--- config.mk ---
export PLATFORM = sky130hd
export DESIGN_NAME = braid_dispense_sequencer
export DESIGN_NICKNAME = d
export VERILOG_FILES = /design/src/rtl/braid_dispense_pkg.sv /design/src/rtl/braid_cmd_fifo.sv /design/src/rtl/braid_dispense_sequencer.sv
export SDC_FILE = /design/constraint.sdc
export NUM_CORES = 1
export LEC_CHECK = 0
export BUFFER_PORTS_ARGS = -buffer_cell sky130_fd_sc_hd__buf_2
export CORE_MARGIN = 3
export CORE_UTILIZATION = 59
export DETAILED_ROUTE_END_ITERATION = 8
export GPL_ROUTABILITY_DRIVEN = 1
export PLACE_DENSITY = 0.78
export SLEW_MARGIN = 25
export SYNTH_ARGS = -nofsm -noshare
export SYNTH_HDL_FRONTEND = slang
export SYNTH_SLANG_ARGS = --single-unit
--- constraint.sdc ---
create_clock -name clk -period 2.8 [get_ports clk]
set_clock_uncertainty 0.2 [all_clocks]
set_input_delay 0.56 -clock clk [delete_from_list [all_inputs] [get_ports clk]]
set_output_delay 0.56 -clock clk [all_outputs]
set_load 0.05 [all_outputs]
--- src/rtl/braid_dispense_pkg.sv ---
// Shared types for the braid dispense sequencer: FSM states and the
// default command layout held in the command FIFO.
package braid_dispense_pkg;

  localparam int CMD_LANE_W = 2;
  localparam int CMD_VOL_W  = 8;

  typedef enum logic [2:0] {
    IDLE  = 3'd0,
    PRIME = 3'd1,
    PUMP  = 3'd2,
    CLOSE = 3'd3,
    DONE  = 3'd4
  } state_e;

  typedef struct packed {
    logic [CMD_LANE_W-1:0] lane;
    logic [CMD_VOL_W-1:0]  volume;
  } cmd_t;

endpackage

--- src/rtl/braid_cmd_fifo.sv ---
// First-word-fall-through command FIFO with a synchronous flush.
// The head entry is visible on pop_data whenever empty is low.
module braid_cmd_fifo
  import braid_dispense_pkg::*;
#(
  parameter int  DEPTH  = 4,
  parameter type item_t = cmd_t
) (
  input  logic  clk,
  input  logic  rst_n,
  input  logic  flush,
  input  logic  push,
  input  item_t push_data,
  input  logic  pop,
  output item_t pop_data,
  output logic  full,
  output logic  empty
);

  localparam int AW = $clog2(DEPTH);

  logic [AW:0] wr_ptr_q, wr_ptr_d;
  logic [AW:0] rd_ptr_q, rd_ptr_d;
  item_t       mem_q [DEPTH];

  assign empty    = (wr_ptr_q == rd_ptr_q);
  assign full     = (wr_ptr_q[AW] != rd_ptr_q[AW]) &&
                    (wr_ptr_q[AW-1:0] == rd_ptr_q[AW-1:0]);
  assign pop_data = mem_q[rd_ptr_q[AW-1:0]];

  // Pointer update: flush discards everything, otherwise advance on push/pop.
  always_comb begin
    wr_ptr_d = wr_ptr_q;
    rd_ptr_d = rd_ptr_q;
    if (flush) begin
      wr_ptr_d = '0;
      rd_ptr_d = '0;
    end else begin
      if (push && !full) wr_ptr_d = wr_ptr_q + (AW+1)'(1);
      if (pop && !empty) rd_ptr_d = rd_ptr_q + (AW+1)'(1);
    end
  end

  // Pointer registers, cleared asynchronously so a reset empties the FIFO.
  always_ff @(posedge clk or negedge rst_n) begin
    if (!rst_n) begin
      wr_ptr_q <= '0;
      rd_ptr_q <= '0;
    end else begin
      wr_ptr_q <= wr_ptr_d;
      rd_ptr_q <= rd_ptr_d;
    end
  end

  // Storage write; contents need no reset because the pointers gate validity.
  always_ff @(posedge clk) begin
    if (push && !full && !flush) mem_q[wr_ptr_q[AW-1:0]] <= push_data;
  end

endmodule

--- src/rtl/braid_dispense_sequencer.sv ---
// Valve/pump sequencer feeding the mixer braid lanes. Commands are
// buffered, then executed one at a time: open the lane valve, let it
// settle, issue pump strokes, close and settle, then pulse done.
module braid_dispense_sequencer
  import braid_dispense_pkg::*;
#(
  parameter int LANES         = 4,
  parameter int LANE_W        = 2,
  parameter int VOL_W         = 8,
  parameter int CMD_DEPTH     = 4,
  parameter int SETTLE_CYCLES = 4,
  parameter int STROKE_CYCLES = 8
) (
  input  logic              clk,
  input  logic              rst_n,
  input  logic              cmd_valid,
  output logic              cmd_ready,
  input  logic [LANE_W-1:0] cmd_lane,
  input  logic [VOL_W-1:0]  cmd_volume,
  input  logic              abort,
  output logic [LANES-1:0]  valve_open,
  output logic              pump_step,
  output logic              busy,
  output logic              done,
  output logic              done_aborted,
  output logic [VOL_W-1:0]  dispensed
);

  localparam int SET_W = (SETTLE_CYCLES > 1) ? $clog2(SETTLE_CYCLES) : 1;
  localparam int STR_W = $clog2(STROKE_CYCLES);

  // Command layout sized to this instance's lane and volume widths.
  typedef struct packed {
    logic [LANE_W-1:0] lane;
    logic [VOL_W-1:0]  volume;
  } lane_cmd_t;

  lane_cmd_t push_cmd, head_cmd;
  logic      fifo_full, fifo_empty, fifo_push, fifo_pop, head_lane_ok;

  state_e           state_q, state_d;
  logic [VOL_W-1:0] vol_q, vol_d, disp_q, disp_d;
  logic [SET_W-1:0] settle_q, settle_d;
  logic [STR_W-1:0] stroke_q, stroke_d;
  logic [LANES-1:0] valve_q, valve_d;
  logic             pump_q, pump_d, done_q, done_d;
  logic             done_ab_q, done_ab_d, aborted_q, aborted_d;

  // Abort blocks new commands so the flush cannot race a push.
  assign cmd_ready    = rst_n && !fifo_full && !abort;
  assign fifo_push    = cmd_valid && cmd_ready;
  assign push_cmd     = '{lane: cmd_lane, volume: cmd_volume};
  assign fifo_pop     = (state_q == IDLE) && !fifo_empty && !abort;
  assign head_lane_ok = (int'(head_cmd.lane) < LANES);

  braid_cmd_fifo #(
    .DEPTH  (CMD_DEPTH),
    .item_t (lane_cmd_t)
  ) u_cmd_fifo (
    .clk       (clk),
    .rst_n     (rst_n),
    .flush     (abort),
    .push      (fifo_push),
    .push_data (push_cmd),
    .pop       (fifo_pop),
    .pop_data  (head_cmd),
    .full      (fifo_full),
    .empty     (fifo_empty)
  );

  // Next-state and registered-output logic for the dispense sequence.
  always_comb begin
    state_d   = state_q;
    vol_d     = vol_q;
    disp_d    = disp_q;
    settle_d  = settle_q;
    stroke_d  = stroke_q;
    valve_d   = valve_q;
    aborted_d = aborted_q;
    pump_d    = 1'b0;
    done_d    = 1'b0;
    done_ab_d = 1'b0;
    case (state_q)
      IDLE: begin
        if (fifo_pop) begin
          vol_d     = head_cmd.volume;
          disp_d    = '0;
          settle_d  = '0;
          aborted_d = 1'b0;
          if (head_cmd.volume == '0 || !head_lane_ok) begin
            state_d = DONE;
            done_d  = 1'b1;
          end else begin
            state_d = PRIME;
            valve_d = LANES'(1) << head_cmd.lane;
          end
        end
      end
      PRIME: begin
        if (abort) begin
          state_d   = CLOSE;
          valve_d   = '0;
          aborted_d = 1'b1;
          settle_d  = '0;
        end else if (settle_q == SET_W'(SETTLE_CYCLES - 1)) begin
          state_d  = PUMP;
          stroke_d = '0;
          pump_d   = 1'b1;
        end else begin
          settle_d = settle_q + SET_W'(1);
        end
      end
      PUMP: begin
        // A stroke pulsed this cycle always counts, even if aborting now.
        disp_d = disp_q + VOL_W'(pump_q);
        if (abort) begin
          state_d   = CLOSE;
          valve_d   = '0;
          aborted_d = 1'b1;
          settle_d  = '0;
        end else if (stroke_q == STR_W'(STROKE_CYCLES - 1)) begin
          if (disp_q == vol_q) begin
            state_d  = CLOSE;
            valve_d  = '0;
            settle_d = '0;
          end else begin
            stroke_d = '0;
            pump_d   = 1'b1;
          end
        end else begin
          stroke_d = stroke_q + STR_W'(1);
        end
      end
      CLOSE: begin
        if (settle_q == SET_W'(SETTLE_CYCLES - 1)) begin
          state_d   = DONE;
          done_d    = 1'b1;
          done_ab_d = aborted_q;
        end else begin
          settle_d = settle_q + SET_W'(1);
        end
      end
      DONE:    state_d = IDLE;
      default: state_d = IDLE;
    endcase
  end

  // FSM state, counters and outputs; reset closes every valve at once.
  always_ff @(posedge clk or negedge rst_n) begin
    if (!rst_n) begin
      state_q   <= IDLE;
      vol_q     <= '0;
      disp_q    <= '0;
      settle_q  <= '0;
      stroke_q  <= '0;
      valve_q   <= '0;
      aborted_q <= 1'b0;
      pump_q    <= 1'b0;
      done_q    <= 1'b0;
      done_ab_q <= 1'b0;
    end else begin
      state_q   <= state_d;
      vol_q     <= vol_d;
      disp_q    <= disp_d;
      settle_q  <= settle_d;
      stroke_q  <= stroke_d;
      valve_q   <= valve_d;
      aborted_q <= aborted_d;
      pump_q    <= pump_d;
      done_q    <= done_d;
      done_ab_q <= done_ab_d;
    end
  end

  assign valve_open   = valve_q;
  assign pump_step    = pump_q;
  assign done         = done_q;
  assign done_aborted = done_ab_q;
  assign dispensed    = disp_q;
  assign busy         = (state_q != IDLE) || !fifo_empty;

endmodule

# Yosys cells after proc, flatten, opt, wreduce, memory -nomap -nowiden
# Memory sizes are Yosys's and may differ from the RTL's.
# Cells that the tools add are included.
# word_totals
regBits,38
wordCells,122
output_inout_bits,17
inputBits,14
memories,1
ramBits,40
# mem_list
name,words,word_bits,rd,rd_ports_with_merged_regs,wr,line_no,text
u_cmd_fifo.mem_q,4,10,1,0,1,braid_cmd_fifo.sv:24,item_t mem_q [DEPTH];
# classes
n_shift,1
addsub,5
n_eq_ne,21
n_reduce_logical,31
mux,51
# ops
operator,count
$mux W3,17
$mux W4,6
$pmux W8 S2,1
$mux W1,13
$mux W2,6
$ne A2 B2 Y1 const B,6
$ne A3 B3 Y1 const B,4
$pmux W3 S4,1
$pmux W4 S3,1
$reduce_and A5 Y1,2
$reduce_bool A2 Y1,5
$add A3 B1 Y3 const B,3
$logic_and A1 B1 Y1,9
$add A8 B1 Y8,1
$eq A8 B8 Y1,1
$logic_not A8 Y1,1
$mux W8,1
$pmux W2 S4,1
$eq A3 B2 Y1 const B,2
$pmux W1 S2,3
$pmux W3 S2,1
$reduce_and A6 Y1,1
$reduce_bool A3 Y1,2
$ne A2 B1 Y1 const B,2
other kinds (16),19

# Depth between registers and ports, before layout
# depth
depth_word,10
ltp_mapped,6
ltp_nobuf,6

# Hierarchy
# From an unflattened synthesis, not the netlist that was laid out.
# hier_totals
cells_unflattened,287
area_unflattened_um2,3656.0
# modules_own_cells
mod,area_each_um2,instances,seq_area_each_um2,cells_per_inst
braid_cmd_fifo,2001.9,1,1351.3,117
braid_dispense_sequencer,1654.1,1,800.8,170

# Worst setup path after synthesis
# No wires, ideal clock.
# synth_timing
kind,reg-to-reg
start,register u_cmd_fifo.rd_ptr_q[0]
end,memory u_cmd_fifo.mem_q[3][0] (netlist bit) (enable)
setup_ps,352
required_time_ps,2248
n_path_buf,1
stages_incl_launch_ff,5
period_less_slack_ps,2671
path_slack_ps,129
arrival_time_ps,2119
path_cell_list,dfrtp_1 > buf_6 > xnor2_2 > a311oi_2 > and3_1
# synth_via
elab_chain_cells,10
# synth_lines
element,line_no,text
"start, declared",braid_cmd_fifo.sv:23,"logic [AW:0] rd_ptr_q, rd_ptr_d;"
"start signal, assigned",braid_cmd_fifo.sv:51,rd_ptr_q <= rd_ptr_d;
$eq A2 B2 Y1,braid_cmd_fifo.sv:28,(wr_ptr_q[AW-1:0] == rd_ptr_q[AW-1:0]);
$logic_and A1 B1 Y1,braid_cmd_fifo.sv:27,assign full = (wr_ptr_q[AW] != rd_ptr_q[AW]) &&
$logic_not A1 Y1,braid_dispense_sequencer.sv:50,assign cmd_ready = rst_n && !fifo_full && !abort;
$logic_and A1 B1 Y1 (2 in series),braid_dispense_sequencer.sv:50,
named net cmd_ready,braid_dispense_sequencer.sv:17,"output logic cmd_ready,"
$logic_and A1 B1 Y1,braid_dispense_sequencer.sv:51,assign fifo_push = cmd_valid && cmd_ready;
$logic_and A1 B1 Y1 (2 in series),braid_cmd_fifo.sv:57,if (push && !full && !flush) mem_q[wr_ptr_q[AW-1:0]] <= push_data;
$mux W1,braid_cmd_fifo.sv:57,
$mux W1 (implied by the code),braid_cmd_fifo.sv:57,
"end, declared",braid_cmd_fifo.sv:24,
# The timed path passes the listed nets, and every way through them passes these cells.

# Worst setup path after layout
# layout_timing
start,register u_cmd_fifo.rd_ptr_q[0]
end,output port cmd_ready
# layout_via
elab_chain_cells,5
# layout_lines
element,line_no
$eq A2 B2 Y1,braid_cmd_fifo.sv:28
$logic_and A1 B1 Y1,braid_cmd_fifo.sv:27
$logic_not A1 Y1,braid_dispense_sequencer.sv:50
$logic_and A1 B1 Y1 (2 in series),braid_dispense_sequencer.sv:50
"end, declared",braid_dispense_sequencer.sv:17
# Every way passes these cells.

==> impl_metrics.yaml <==
detailed_routing:
  remaining_drc_errors: 0
  vias_per_cell: 5.745
  drt-total-wl_mm: 6.187
  antenna_left: 0
  wl_per_cell_um: 16.81
  vias: 2114
  initialDrtViolationCount: 92
  first_pass_iters: 4
clocking:
  cts_tree: "done"
  clock_sinks: 78
  clock_latency_ns: 0.35
  cts-root-buf: "clkbuf_8"
  cts_buffers: 9
  cts.path.max_buffers: 2
  cts.htree.levels: 3
  clkTransAtPathRegs_ns: 0.08
  cts_hold_buf: 0
timing:
  setup_viol: 0
  worst_pin_slew_ns: 0.5015
  final.min_clock_period_ns: 2.702
  period_share: 0.9649
  final_max_slew_viol_count: 0
  fmax_mhz: 370.1
  rsz0062_at_grt: "no"
  finalSetupTns_ns: 0
  hold_violations: 0
  relSlewSlack: 0.6633
cells_and_area:
  mostFrequentLayoutCell: "edfxtp_1"
  layout-drive-gt1-share: 0.2804
  nets: 314
  final_area_um2: 3993
  diodes: 0
  final_cell_mix: "edfxtp_1, dfrtp_1, buf_2"
  synthToLayoutAreaGrowth_pct: 12.12
synthesis:
  ys_ff_latch: 78
  synth-main-ff-cell: "edfxtp_1"
  synth_fp_nets: 278
  syn_area_um2: 3561
  syn_area_per_cell_um2: 13.96
  ys_seq_area_frac: 0.6044
  yosys_warnings: 0
  synth_cell_types: 44
  async_flop_share: 0.4872
  synth_edf_count: 40
  synthCells: 255
place:
  place_hpwl_mm: 4.276
  post_dp_cell_area_um2: 3799
  place_congestion: 0.7962
  io_buffer_count: 30
global_routing:
  grt_start_max_net_pins: 39
  grt_pass1_vias: 2128
  antenna_found_initial: 0
  grt_pass1_wl_mm: 10.47
  grt_util_all_layers: 0.1912
  grt-ovfl-total: 0
setup_path:
  cp.required_ns: 2.04
  worstSetupEndpointType: "output pin"
  critPathArrivalTime_ns: 1.94
  crit_type: "register to output pin"
  worstPathMaxFanout: 8
  worst_setup_path_start_kind: "register"
status:
  status: "finished clean"
power_and_ir_drop:
  peakVddDrop_uv: 465.9
  powerDensity_nw_per_um2: 819.7
  p_leak_nw: 1.636
die:
  core_um2: 5675
  rows: 27
  start_util: 0.6274
  dieArea_um2: 7004
  die_w_um: 83.69
  fp.dieH_um: 83.69
  io_pins: 31
job:
  max_cap_viol_count: 0
hold_path:
  hold_path.class: "input port to asynchronous set/reset pin"
==> kinds of logic after synthesis <==
family,synth area share
muxes,0.1191
buffers and inverters,0.02389
DFF,0.6044
adders and majority gates,0.03162
AOI/OAI and AO/OA,0.08468
and+or+nand+nor,0.09733
xor gates and xnor gates,0.03900
==> synthesized netlist by cell type, types with 2 or more instances <==
cell type | instances | area share
a21o_1 | 2 | 0.0042
a21oi_1 | 3 | 0.0042
a22o_1 | 2 | 0.0049
a311oi_2 | 2 | 0.0084
a31oi_1 | 7 | 0.012
a32o_1 | 2 | 0.0056
and3_1 | 11 | 0.019
buf_2 | 2 | 0.0028
clkbuf_1 | 8 | 0.0084
dfrtp_1 | 38 | 0.27
edfxtp_1 | 40 | 0.34
ha_1 | 9 | 0.032
inv_1 | 8 | 0.0084
mux2_2 | 8 | 0.025
mux2_4 | 4 | 0.017
mux2i_1 | 3 | 0.0084
mux4_1 | 2 | 0.015
mux4_2 | 8 | 0.051
nand2_1 | 22 | 0.023
nand2b_1 | 3 | 0.0053
nand4_1 | 4 | 0.0070
nor2_1 | 12 | 0.013
nor3_1 | 3 | 0.0042
nor4_4 | 2 | 0.012
o21ai_0 | 16 | 0.022
o31ai_1 | 3 | 0.0063
or3_1 | 2 | 0.0035
xnor2_1 | 11 | 0.027
xor2_1 | 3 | 0.0074
==> repair_timing <==
action                                  in CTS  in global routing
endpoints found under the setup margin       1                  1
gates resized for setup                      2                  1
pin swaps                                    0                  0
buffers inserted                             0                  0
==> worst paths after layout <==
kind / depth (start not counted) / slack [ns] / end / from
hold / removal: 2 / 0.07 / dispensed[4] / rst_n
setup / recovery: 4 / 0.1 / cmd_ready / u_cmd_fifo.rd_ptr_q[0]
setup reg to reg: 6 / 0.28 / valve_open[2] / u_cmd_fifo.rd_ptr_q[0]
hold reg to reg: 1 / 0.32 / vol_q[4] / vol_q[4]
min in group clk: 1 / 0.23 / u_cmd_fifo.mem_q[3][1] / cmd_volume[1]
max in group asynchronous: 2 / 1.96 / u_cmd_fifo.rd_ptr_q[1] / rst_n
==> per-stage QoR <==
step / worst slack [ns] / instances / util / hold slack, ns / total power (W)
2_1_floorplan: 0.1287 / 255 / - / 0.06441 / 0.002310
3_3_place_gp: 0.2278 / 352 / 0.6693 / 0.2946 / 0.002507
3_5_place_dp: 0.1452 / 352 / 0.6693 / 0.2938 / 0.002537
4_1_cts: 0.02682 / 368 / 0.7015 / 0.08204 / 0.003294
5_1_grt: 0.002619 / 368 / 0.7035 / 0.1245 / 0.003467
6_report: 0.09820 / 368 / 0.7035 / 0.07439 / 0.003273
==> where the power goes <==
| part | leakage [nW] | internal (W) | total (W) | switching [W] |
|---|---|---|---|---|
| combinational | 0.694 | 0.000413 | 0.000992 | 0.000579 |
| sequential | 0.852 | 0.00137 | 0.00153 | 0.000155 |
| clock | 0.0906 | 0.000332 | 0.000753 | 0.000421 |
==> worst max-delay path, stage by stage (launching register included) <==
cell and delay (ns):
dfrtp_2 0.51, buf_4 0.21, xnor2_2 0.20, a311oi_4 0.34
buf_2 0.33
==> layout make-up <==
type	instances	area [um2]
Inverter	8	30.03
Timing Repair Buffer	37	202.7
Fill cell	387	1683
Multi-Input combinational cell	157	1335
Sequential cell	78	2155
Clock inverter	7	56.30
Clock buffer	9	123.9
Tap cell	72	90.09
==> layer usage <==
layer / up-vias / global-route usage / part of all wire
met4: 0 / 0.09211 / 0.019
met5: - / 0 / 0
met3: 9 / 0.03356 / 0.037
met1: 1024 / 0.2570 / 0.47
li1: 1035 / - / -
met2: 46 / 0.3030 / 0.47
==> flip-flops by register name (all words and copies together), names as in the netlist <==
register,count
u_cmd_fifo.mem_q,40
dispensed,8
vol_q,8
valve_open,4
state_q,3
stroke_q,3
u_cmd_fifo.rd_ptr_q,3
u_cmd_fifo.wr_ptr_q,3
settle_q,2
aborted_q,1
done,1
done_aborted,1
pump_step,1
No activity file was read; power rests on OpenSTA's default activity.
